--- config.mk ---
export PLATFORM = sky130hd
export DESIGN_NAME = ofdm_pilot_insertion
export DESIGN_NICKNAME = d
export VERILOG_FILES = /design/src/rtl/ofdm_pilot_insertion_pkg.sv /design/src/rtl/ofdm_pilot_insertion_lfsr.sv /design/src/rtl/ofdm_pilot_insertion.sv
export SDC_FILE = /design/constraint.sdc
export NUM_CORES = 1
export LEC_CHECK = 0
export CORE_MARGIN = 8
export CORE_UTILIZATION = 31
export CTS_CLUSTER_SIZE = 8
export DETAILED_ROUTE_END_ITERATION = 8
export PLACE_DENSITY = 0.71
export SLEW_MARGIN = 20
export SYNTH_ARGS = -nofsm -noshare
export SYNTH_HDL_FRONTEND = slang
export SYNTH_SLANG_ARGS = --single-unit
--- constraint.sdc ---
create_clock -name clock_clk -period 4.5 [get_ports clock_clk]
set_clock_uncertainty 0.05 [all_clocks]
set_input_delay 0.45 -clock clock_clk [delete_from_list [all_inputs] [get_ports clock_clk]]
set_output_delay 0.45 -clock clock_clk [all_outputs]
set_load 0.005 [all_outputs]
--- src/rtl/ofdm_pilot_insertion_pkg.sv ---
`default_nettype none
// ============================================================================
//  Module      : ofdm_tx_pkg
//  Description : Shared widths, field positions and LFSR taps for the OFDM
//                transmit blocks, plus the 14b -> 17b sample widening helper.
//  Revision    : 1.0  initial release
// ============================================================================
package ofdm_tx_pkg;

  // Sample rail widths
  localparam int IQ14_W = 14;
  localparam int IQ17_W = 17;

  // Packed bus widths
  localparam int IN_W  = 32;
  localparam int OUT_W = 34;

  // 32-bit input format: I[31:18], Q[17:4], [3:0] unused
  localparam int IN_I_MSB = 31;
  localparam int IN_I_LSB = 18;
  localparam int IN_Q_MSB = 17;
  localparam int IN_Q_LSB = 4;

  // 34-bit output format: I[33:17], Q[16:0]
  localparam int OUT_I_MSB = 33;
  localparam int OUT_I_LSB = 17;
  localparam int OUT_Q_MSB = 16;
  localparam int OUT_Q_LSB = 0;

  // Pilot polarity LFSR, x^7 + x^4 + 1 (Fibonacci, shift left)
  localparam int LFSR_W      = 7;
  localparam int LFSR_TAP_HI = 6;
  localparam int LFSR_TAP_LO = 3;

  // Left-justify a 14-bit rail into 17 bits; the scale-up by 8 cannot overflow
  function automatic logic [IQ17_W-1:0] widen_iq(input logic [IQ14_W-1:0] v);
    return {v, {(IQ17_W - IQ14_W){1'b0}}};
  endfunction

endpackage
`default_nettype wire

--- src/rtl/ofdm_pilot_insertion_lfsr.sv ---
`default_nettype none
// ============================================================================
//  Module      : ofdm_pilot_lfsr
//  Description : 7-bit pilot polarity LFSR; steps once per advance pulse and
//                exposes bit 0 as the pilot sign (1 = negative pilot).
//  Revision    : 1.0  initial release
// ============================================================================
module ofdm_pilot_lfsr
  import ofdm_tx_pkg::*;
#(
  parameter logic [LFSR_W-1:0] SEED = 7'h7F
) (
  input  logic clk,
  input  logic rst,
  input  logic advance,
  output logic polarity
);

  logic [LFSR_W-1:0] state;

  // Shift left, feeding back tap6 ^ tap3; reseeds on reset
  always_ff @(posedge clk or posedge rst) begin
    if (rst) begin
      state <= SEED;
    end else if (advance) begin
      state <= {state[LFSR_W-2:0], state[LFSR_TAP_HI] ^ state[LFSR_TAP_LO]};
    end
  end

  assign polarity = state[0];

endmodule
`default_nettype wire

--- src/rtl/ofdm_pilot_insertion.sv ---
`default_nettype none
// ============================================================================
//  Module      : ofdm_pilot_insertion
//  Description : Merges a data subcarrier stream with BPSK pilots, widens
//                samples to 17-bit rails and frames NFFT-subcarrier symbols
//                with start/end-of-packet flags ahead of the IFFT.
//  Revision    : 1.0  initial release
// ============================================================================
module ofdm_pilot_insertion
  import ofdm_tx_pkg::*;
#(
  parameter int                NFFT          = 64,
  parameter int                PILOT_SPACING = 8,
  parameter int                PILOT_OFFSET  = 0,
  parameter int                PILOT_AMP     = 8192,
  parameter logic [LFSR_W-1:0] LFSR_SEED     = 7'h7F
) (
  input  logic             clock_clk,
  input  logic             reset_reset,
  input  logic [IN_W-1:0]  asi_in0_data,
  input  logic             asi_in0_valid,
  output logic             asi_in0_ready,
  output logic [OUT_W-1:0] aso_out0_data,
  output logic             aso_out0_valid,
  input  logic             aso_out0_ready,
  output logic             aso_out0_startofpacket,
  output logic             aso_out0_endofpacket
);

  localparam int IDX_W = $clog2(NFFT);

  // PILOT_SPACING divides a power-of-two NFFT, so the modulo is a bit mask
  localparam logic [IDX_W-1:0]  SP_MASK   = IDX_W'(PILOT_SPACING - 1);
  localparam logic [IDX_W-1:0]  P_OFF     = IDX_W'(PILOT_OFFSET);
  localparam logic [IDX_W-1:0]  LAST_IDX  = IDX_W'(NFFT - 1);
  localparam logic [IQ17_W-1:0] PILOT_POS = IQ17_W'(PILOT_AMP);
  localparam logic [IQ17_W-1:0] PILOT_NEG = IQ17_W'(-PILOT_AMP);

  logic [IDX_W-1:0] sc_idx;
  logic             out_valid;
  logic [OUT_W-1:0] out_data;
  logic             sop;
  logic             eop;

  logic             is_pilot;
  logic             at_first;
  logic             at_last;
  logic             load;
  logic             data_fire;
  logic             pilot_fire;
  logic             adv;
  logic             pilot_neg;
  logic [OUT_W-1:0] next_word;

  // The four padding bits of the input word carry no information
  logic unused_in_bits;
  assign unused_in_bits = &{1'b0, asi_in0_data[IN_Q_LSB-1:0]};

  assign is_pilot = (sc_idx & SP_MASK) == P_OFF;
  assign at_first = sc_idx == '0;
  assign at_last  = sc_idx == LAST_IDX;

  // The output register can take a new word when empty or being drained
  assign load = !out_valid || aso_out0_ready;

  // Data slots consume input; pilot slots never do
  assign asi_in0_ready = load && !is_pilot;
  assign data_fire     = asi_in0_ready && asi_in0_valid;

  // A pilot opening a symbol waits for data so symbols never start on idle input
  assign pilot_fire = load && is_pilot && (!at_first || asi_in0_valid);
  assign adv        = data_fire || pilot_fire;

  // Polarity steps once per symbol, when its last subcarrier is loaded
  ofdm_pilot_lfsr #(
    .SEED (LFSR_SEED)
  ) u_lfsr (
    .clk      (clock_clk),
    .rst      (reset_reset),
    .advance  (adv && at_last),
    .polarity (pilot_neg)
  );

  // Build the word for the current subcarrier: signed pilot or widened sample
  always_comb begin
    next_word = '0;
    if (is_pilot) begin
      next_word[OUT_I_MSB:OUT_I_LSB] = pilot_neg ? PILOT_NEG : PILOT_POS;
    end else begin
      next_word[OUT_I_MSB:OUT_I_LSB] = widen_iq(asi_in0_data[IN_I_MSB:IN_I_LSB]);
      next_word[OUT_Q_MSB:OUT_Q_LSB] = widen_iq(asi_in0_data[IN_Q_MSB:IN_Q_LSB]);
    end
  end

  // Output register: reload on advance, empty when drained with nothing new
  always_ff @(posedge clock_clk or posedge reset_reset) begin
    if (reset_reset) begin
      out_valid <= 1'b0;
      out_data  <= '0;
      sop       <= 1'b0;
      eop       <= 1'b0;
    end else if (adv) begin
      out_valid <= 1'b1;
      out_data  <= next_word;
      sop       <= at_first;
      eop       <= at_last;
    end else if (load) begin
      out_valid <= 1'b0;
    end
  end

  // Subcarrier index advances with every loaded word and wraps at NFFT-1
  always_ff @(posedge clock_clk or posedge reset_reset) begin
    if (reset_reset) begin
      sc_idx <= '0;
    end else if (adv) begin
      sc_idx <= at_last ? '0 : sc_idx + IDX_W'(1);
    end
  end

  assign aso_out0_valid         = out_valid;
  assign aso_out0_data          = out_data;
  assign aso_out0_startofpacket = sop;
  assign aso_out0_endofpacket   = eop;

endmodule
`default_nettype wire
Yosys cells after proc, flatten, opt, wreduce, memory -nomap -nowiden
Cells that the tools add are included.
W data, S select, Z words.
{ "totals": {"ff_bits": 50, "inputBits": 36, "output_inout_bits": 38, "wordCells": 29} }
{ "classes": {"addsub": 1, "n_eq_ne": 1, "muxes": 6, "n_bitwise": 1, "n_reduce_logical": 14} }
{ "op_table": {"columns": ["op", "count"], "rows": [
  ["$mux W17", 3],
  ["$logic_not A6 Y1", 2],
  ["$add A6 B1 Y6 const B", 1],
  ["$eq A6 B6 Y1 const B", 1],
  ["$mux W6", 1],
  ["$logic_and A1 B1 Y1", 5],
  ["$logic_not A1 Y1", 3],
  ["$logic_or A1 B1 Y1", 3],
  ["$mux W1", 2],
  ["$reduce_bool A2 Y1", 1],
  ["$xor A1 B1 Y1", 1]
]} }

Longest topological paths before layout
Gate-level depths: netlist (run 1).
{ "depth": {"ltp_word": 6, "mapped_depth": 7} }

Hierarchy
From an unflattened synthesis (run 1), not the netlist that was laid out.
{ "hier_totals": {"hier_cells": 149, "area_unflattened_um2": 1856.8} }
{ "modules_own_cells": {"columns": ["module", "n_inst", "cells_per_inst", "area_each_um2"], "rows": [
  ["ofdm_pilot_insertion", 1, 131, 1550.2],
  ["ofdm_pilot_lfsr", 1, 18, 306.5]
]} }

Worst setup path after synthesis (run 1)
No wires, ideal clock.
{ "synth_path": {"path_kind": "register -> register", "from": "register sc_idx[0]", "to": "register u_lfsr.state[1]", "setup_ps": 82, "arrival_ps": 1632, "path_slack_ps": 2736, "path_stages_with_launch": 8, "path_buffers": 1, "period_less_slack_ps": 1764, "path_cell_list": "dfrtp_1 > inv_1 > ha_1 > nor2b_1 > o211ai_2 > or2_1 > buf_6 > mux2_4"} }
{ "synth_between": {"elab_chain_len": 6, "word_cells_on_any_way": 12, "classes_between": "1 x eq/ne; 11 x reduce/logical"} }
{ "synth_lines": {"columns": ["item", "line", "rtl"], "rows": [
  ["start: declaration", "ofdm_pilot_insertion.sv:39", "logic [IDX_W-1:0] sc_idx;"],
  ["start signal: assignment", "ofdm_pilot_insertion.sv:117", "sc_idx <= at_last ? '0 : sc_idx + IDX_W'(1);"],
  ["$logic_not A6 Y1, on equally long branches", "ofdm_pilot_insertion.sv:59, ofdm_pilot_insertion.sv:60", null],
  ["$logic_not A1 Y1, on equally long branches", "ofdm_pilot_insertion.sv:67, ofdm_pilot_insertion.sv:71", null],
  ["$logic_and A1 B1 Y1 / $logic_or A1 B1 Y1 (equally long branches)", "ofdm_pilot_insertion.sv:67, ofdm_pilot_insertion.sv:71", null],
  ["$logic_and A1 B1 Y1, on equally long branches", "ofdm_pilot_insertion.sv:68, ofdm_pilot_insertion.sv:71", null],
  ["$logic_or A1 B1 Y1", "ofdm_pilot_insertion.sv:72", "assign adv = data_fire || pilot_fire;"],
  ["$logic_and A1 B1 Y1 *", "ofdm_pilot_insertion.sv:80", ".advance (adv && at_last),"],
  ["end signal: assignment", "ofdm_pilot_insertion_lfsr.sv:26", "state <= {state[LFSR_W-2:0], state[LFSR_TAP_HI] ^ state[LFSR_TAP_LO]};"],
  ["end: declaration", "ofdm_pilot_insertion_lfsr.sv:19", "logic [LFSR_W-1:0] state;"]
]} }
Mark *: on every way between the ends. The rest lies on a longest branch, timed or not.
A chain may end at the register's enable or synchronous reset.

Worst setup path in the final report (run 1)
{ "layout_path": {"from": "input port asi_in0_valid", "to": "register u_lfsr.state[3]"} }
{ "layout_between": {"elab_chain_len": 4, "word_cells_on_any_way": 5, "classes_between": "5 x reduce/logical"} }
{ "layout_lines": {"columns": ["item", "line", "rtl"], "rows": [
  ["start: declaration", "ofdm_pilot_insertion.sv:21", "input logic asi_in0_valid,"],
  ["$logic_or A1 B1 Y1", "ofdm_pilot_insertion.sv:71", "assign pilot_fire = load && is_pilot && (!at_first || asi_in0_valid);"],
  ["$logic_and A1 B1 Y1", "ofdm_pilot_insertion.sv:71", null],
  ["$logic_or A1 B1 Y1 *", "ofdm_pilot_insertion.sv:72", null],
  ["$logic_and A1 B1 Y1 *", "ofdm_pilot_insertion.sv:80", null]
]} }
Marked as above.

==> results of run 1 <==
cells in the mapped netlist:
library cell,n,area (um^2)
nor3_1,1,5.00
mux2_2,1,11.3
a21oi_1,7,35.0
mux2_4,6,90.1
or3_1,2,12.5
clkbuf_1,2,7.51
conb_1,1,3.75
nor2b_1,3,18.8
ha_1,2,25.0
inv_1,6,22.5
xor2_1,1,8.76
xnor2_1,1,8.76
nor2_1,4,15.0
or2_1,2,12.5
nand2_1,9,33.8
nand3_1,4,20.0
buf_4,6,45.0
dfstp_2,7,184
o31ai_1,3,22.5
o21ai_0,7,35.0
nand2b_1,2,12.5
dfrtp_1,37,926
a22o_1,24,210
o211ai_2,1,12.5
buf_2,4,20.0
nand3b_1,1,7.51
or4_1,1,7.51
and2_1,2,12.5
o22a_1,1,8.76
buf_6,1,11.3
power groups by stage:
| stage | clock network, mW | logic (mW) | registers [mW] |
|---|---|---|---|
| 2_1_floorplan | 0 | 0.267 | 0.660 |
| 3_3_place_gp | 0 | 0.620 | 0.659 |
| 3_5_place_dp | 0 | 0.632 | 0.663 |
| 4_1_cts | 0.257 | 0.633 | 0.661 |
| 5_1_grt | 0.283 | 0.682 | 0.684 |
| 6_report | 0.247 | 0.619 | 0.660 |
flip-flops by register name, indices dropped and copies added (netlist names):
name and count:
aso_out0_data 28, u_lfsr.state 7, sc_idx 6, aso_out0_endofpacket 1
aso_out0_startofpacket 1, aso_out0_valid 1
worst register-to-register path: stages (launching register included):
cell and delay (ns):
dfrtp_1 0.45, inv_1 0.09, ha_1 0.22, nor2b_1 0.21, o211ai_4 0.49, buf_4 0.36
or2_1 0.40, mux2_4 0.34
metal layers:
layer	track usage [%]	wire length, um	vias up
li1	-	-	642
met1	12.7	1850	642
met2	15.4	1970	49
met3	4.41	361	6
met4	2.42	27	0
met5	0	0	-
final timing paths:
check | endpoint | slack (ns) | cells past startpoint
setup / recovery | u_lfsr.state[3] | 1.83 | 6
hold / removal | aso_out0_data[32] | 0.43 | 2
setup reg to reg | u_lfsr.state[3] | 1.83 | 7
hold reg to reg | aso_out0_data[32] | 0.43 | 2
max in group asynchronous | aso_out0_data[3] | 3.21 | 2
min in group asynchronous | aso_out0_data[27] | 0.63 | 2
cell type report:
type / count / area share [%]
Clock buffer: 8 / 3.44
Timing Repair Buffer: 64 / 24.4
Sequential cell: 44 / 42.4
Tap cell: 75 / 3.58
Inverter: 6 / 0.860
Multi-Input combinational cell: 91 / 25.4
stage by stage:
| step | cells | setup WS [ns] | hold WS, ns | utilization (%) |
|---|---|---|---|---|
| finish | 288 | 1.83 | 0.428 | 44.8 |
| global route | 288 | 1.63 | 0.469 | 44.8 |
| CTS | 288 | 1.83 | 0.438 | 44.7 |
| global placement | 280 | 1.54 | 0.413 | 43.1 |
| floorplan | 154 | 2.74 | 0.420 | - |
| detailed placement | 280 | 1.51 | 0.420 | 43.1 |
kinds of logic after synthesis:
group                      count (synthesis)  synth area share (%)
AOI/OAI and AO/OA                         43                  17.6
xor gates and xnor gates                   2                 0.949
adders and majority gates                  2                  1.36
buffers and inverters                     19                  5.76
DFF                                       44                  60.1
muxes                                      7                  5.49
other                                      1                 0.203
and+or+nand+nor                           31                  8.54
==> flow_summary.json, run 1 <==
{
  "worst-path-max-fanout": 22,
  "worst-endpoint-required_ns": 4.67,
  "total_switching_power_uw": 468,
  "cts_post_setup_buffers_inserted": 0,
  "power_density_mw_per_mm2": 583,
  "dr.pass1.iters": 4,
  "gr-usage-all-layers_pct": 10.1,
  "die_height_um": 93.2,
  "clock.fmax_ghz": 0.374,
  "dr_total_vias": 1339,
  "data_arrival_time_of_the_worst_path_ns": 2.84,
  "total_power_mw": 1.53,
  "clock_sinks": 44,
  "final.setup.tns_ns": 0,
  "worst_setup_path_startpoint": "asi_in0_valid",
  "swShare_pct": 30.7,
  "grt_antenna_before_repair": 0,
  "synth.avg_cell_area_um2": 12.4,
  "dr.first_iter.drc_count": 84,
  "die_w_um": 93.2,
  "final_layout_size_suffix_gt1_share_pct": 11.3,
  "antenna-diode-count": 0,
  "drt-total-wl_mm": 4.21,
  "crit_slowest_cell": "clkdlybuf4s50_1",
  "antenna_left": 0,
  "cts_max_level": 2,
  "path_cells": "clkdlybuf4s50_1 -> or4_1 -> o211ai_4 -> buf_4 -> or2_1 -> mux2_4",
  "sequentialPowerShare_pct": 43.2,
  "pwr-share-comb_pct": 40.6,
  "maxSlewViolCount": 0,
  "fin_crit_sh_pct": 59.4,
  "clk-insertion-delay-late_ns": 0.29,
  "tightest_slew_ns": 0.891,
  "n_fill_cell": 550,
  "ctsLongestPathBuffers": 2,
  "cts_buffer_count": 5,
  "startpoint_class_of_the_critical_path": "primary input",
  "outcome": "finished clean",
  "cts.hold.buffers_added": 0,
  "row_cnt": 28,
  "grt_max_degree": 45,
  "count_of_state_elements_after_synthesis": 44,
  "max-vdd-ir-drop_mv": 0.232,
  "gate_count_post_synth": 149,
  "root_buffer": "clkbuf_8",
  "critical_path.top_delay_family": "simple AND/OR/NAND/NOR gates",
  "summed_instance_area_of_the_synthesized_netlist_mm2": 0.00185,
  "vias_in_the_first_global_route": 1423,
  "detailed_place.area_mm2": 0.00252,
  "grt_setup_unrepaired": "no",
  "timing.max_cap.violations": 0,
  "critPathCaptureType": "flop",
  "cts_resized": 0,
  "final.min_clock_period_ns": 2.67,
  "setup.worst_path.class": "in2reg",
  "gp_congestion": 0.731,
  "hpwlAfterDp_mm": 3.04,
  "p_int_mw": 1.06,
  "grt_pass1_wl_mm": 7.02,
  "nNetsFinal": 250,
  "placeableCoreArea_mm2": 0.00585,
  "syn_to_final_growth_pct": 41.9,
  "critical-path-max-stage-delay_ns": 0.52,
  "critical_path_buf_inv_count": 2,
  "ys_types": 30,
  "sequential_cell_area_mm2": 0.00111,
  "overflow": 0,
  "yosysSeqAreaShare_pct": 60.1,
  "multi_input_combinational_cell_area_um2": 664,
  "relSlewSlack_pct": 40.5,
  "die_area_mm2": 0.00868,
  "stdcell_area_mm2": 0.00262,
  "synth.yosys.warnings": 0,
  "reg2reg_from": "sc_idx[0]",
  "clock_slew_seen_by_the_registers_of_the_worst_setup_and_hold_paths_ns": 0.08,
  "setup_viol": 0,
  "holdCritStartpoint": "aso_out0_data[32]",
  "post_drt_via_cell_ratio": 4.65,
  "most_frequent_cells_in_the_layout": "clkdlybuf4s50_1, dfrtp_1, a22o_1",
  "hold_violations_final": 0,
  "leakage_nw": 1.13,
  "top_level_ports": 74,
  "path_type_of_the_worst_min_delay_path": "reg2reg",
  "placement.io_buffers": 63,
  "effective_utilization_at_floorplan_pct": 31.5,
  "drt_drc_violations_left": 0,
  "power.share.clock_pct": 16.2,
  "routed_wire_length_per_instance_um": 14.6,
  "clock_tree_from_tritoncts": "done",
  "layout_commonest_cell": "clkdlybuf4s50_1"
}
(Power assumes the default switching activity.)
==> inputs of run 2 (changes only) <==
Clock period 4.5 ns to 2.71 ns, I/O delays scaled along.
==> run 2 against run 1 <==
First-iteration DRC count is 42% lower. Critical path type is now reg2out. Largest power group unchanged. Sequential share of layout area fell by 0.38 points. Via count grew 0.97%. Count of clock-buffer cells in the layout is 3 lower. Global-route usage is 0.21 points higher. Non-clock buffer count increased by 1. Final cell count rose by 0.35%. Largest cell class unchanged. Critical endpoint is now asi_in0_ready.
==> flow_summary.json, run 2 (synthesis gave the netlist of run 1 again) <==
{
  "outcome": "finished clean",
  "nNetsFinal": 251,
  "grt_max_degree": 45,
  "gr-usage-all-layers_pct": 10.3,
  "max-vdd-ir-drop_mv": 0.350,
  "clk-insertion-delay-late_ns": 0.29,
  "clock_slew_seen_by_the_registers_of_the_worst_setup_and_hold_paths_ns": 0.08,
  "worst-path-max-fanout": 6,
  "placeableCoreArea_mm2": 0.00585,
  "cts_resized": 0,
  "final_layout_size_suffix_gt1_share_pct": 12.6,
  "leakage_nw": 1.15,
  "hold_violations_final": 0,
  "syn_to_final_growth_pct": 43.2,
  "placement.io_buffers": 63,
  "drt_drc_violations_left": 0,
  "die_height_um": 93.2,
  "routed_wire_length_per_instance_um": 14.9,
  "ctsLongestPathBuffers": 2,
  "multi_input_combinational_cell_area_um2": 659,
  "power_density_mw_per_mm2": 997,
  "stdcell_count": 289,
  "tightest_slew_ns": 0.896,
  "post_drt_via_cell_ratio": 4.68,
  "most_frequent_cells_in_the_layout": "clkdlybuf4s50_1, dfrtp_1, a22o_1",
  "cts_post_setup_buffers_inserted": 0,
  "grt_antenna_before_repair": 0,
  "final.min_clock_period_ns": 2.29,
  "sequential_cell_area_mm2": 0.00111,
  "overflow": 0,
  "critical-path-max-stage-delay_ns": 0.47,
  "top_level_ports": 74,
  "path_cells": "inv_1 -> ha_1 -> nor2b_1 -> nor2_1 -> clkdlybuf4s50_1",
  "crit_slowest_cell": "clkdlybuf4s50_1",
  "clock_sinks": 44,
  "setup.worst_path.class": "reg2out",
  "maxSlewViolCount": 0,
  "setup_viol": 0,
  "cts_buffer_count": 5,
  "die_w_um": 93.2,
  "clock.fmax_ghz": 0.436,
  "n_fill_cell": 566,
  "data_arrival_time_of_the_worst_path_ns": 1.97,
  "dr_total_vias": 1352,
  "die_area_mm2": 0.00868,
  "final.setup.tns_ns": 0,
  "root_buffer": "clkbuf_8",
  "worst-endpoint-required_ns": 2.39,
  "clock_tree_from_tritoncts": "done",
  "cts.hold.buffers_added": 0,
  "number_of_flip_flops_in_the_largest_register": 28,
  "place.detailed.instances": 281,
  "fin_crit_sh_pct": 84.6,
  "relSlewSlack_pct": 40.2,
  "hpwlAfterDp_mm": 3.03,
  "dr.first_iter.drc_count": 49,
  "drt-total-wl_mm": 4.32,
  "layout_commonest_cell": "clkdlybuf4s50_1",
  "vias_in_the_first_global_route": 1418,
  "dr.pass1.iters": 3,
  "row_cnt": 28,
  "startpoint_class_of_the_critical_path": "flop",
  "timing.max_cap.violations": 0,
  "antenna_left": 0,
  "antenna-diode-count": 0,
  "critPathCaptureType": "output pin",
  "effective_utilization_at_floorplan_pct": 31.5,
  "grt_setup_unrepaired": "no",
  "cts_max_level": 2,
  "gp_congestion": 0.748,
  "grt_pass1_wl_mm": 7.07,
  "path_type_of_the_worst_min_delay_path": "reg2reg"
}
## run 2: area by class of cell
| class | count | share of cell area [%] |
|---|---|---|
| clock buffers | 5 | 2.60 |
| flip-flops and latches | 44 | 42.0 |
| repair buffers | 65 | 24.4 |
| multi-input cells | 91 | 25.0 |
| clock inverters | 3 | 1.61 |
| well taps | 75 | 3.55 |
| inverters | 6 | 0.852 |
## run 2: path summary, 6_finish.rpt
check,startpoint,end,slack (ns),cells past startpoint
hold / removal,aso_out0_data[32],aso_out0_data[32],0.43,2
max in group asynchronous,reset_reset,sc_idx[0],1.61,2
setup / recovery,sc_idx[0],asi_in0_ready,0.42,5
hold reg to reg,aso_out0_data[32],aso_out0_data[32],0.43,2
setup reg to reg,sc_idx[0],sc_idx[1],0.63,6
min in group asynchronous,reset_reset,aso_out0_data[13],0.44,2
## run 2: per-stage QoR
stage	instance area (um^2)	power [mW]	utilization [%]	hold slack, ns	setup slack [ns]
detailed placement	2530	2.16	43.3	0.421	0.340
CTS	2640	2.67	45.2	0.440	0.389
global placement	2530	2.13	43.3	0.414	0.346
floorplan	1860	1.54	-	0.331	0.946
finish	2640	2.63	45.2	0.433	0.418
global route	2640	2.82	45.2	0.460	0.289
## run 2: power by group
part / leakage [nW] / internal, mW / switching [mW]
Sequential: 0.534 / 0.912 / 0.185
Clock: 0.0541 / 0.273 / 0.232
Combinational: 0.559 / 0.639 / 0.393
Total: 1.15 / 1.82 / 0.810
## run 2: per-layer routing
metal / up-vias / routed length (um) / GRT usage (%)
met1: 661 / 1920 / 12.3
met5: - / 0 / 0
met4: 0 / 38 / 2.42
met3: 6 / 350 / 4.73
li1: 643 / - / -
met2: 42 / 2010 / 16.3
## run 2: critical path, delay by kind of cell, from the launching register on
family	cells	cell delay, ns
buffers and inverters	2	0.57
and+or+nand+nor	2	0.48
DFF	1	0.45
adders and majority gates	1	0.18
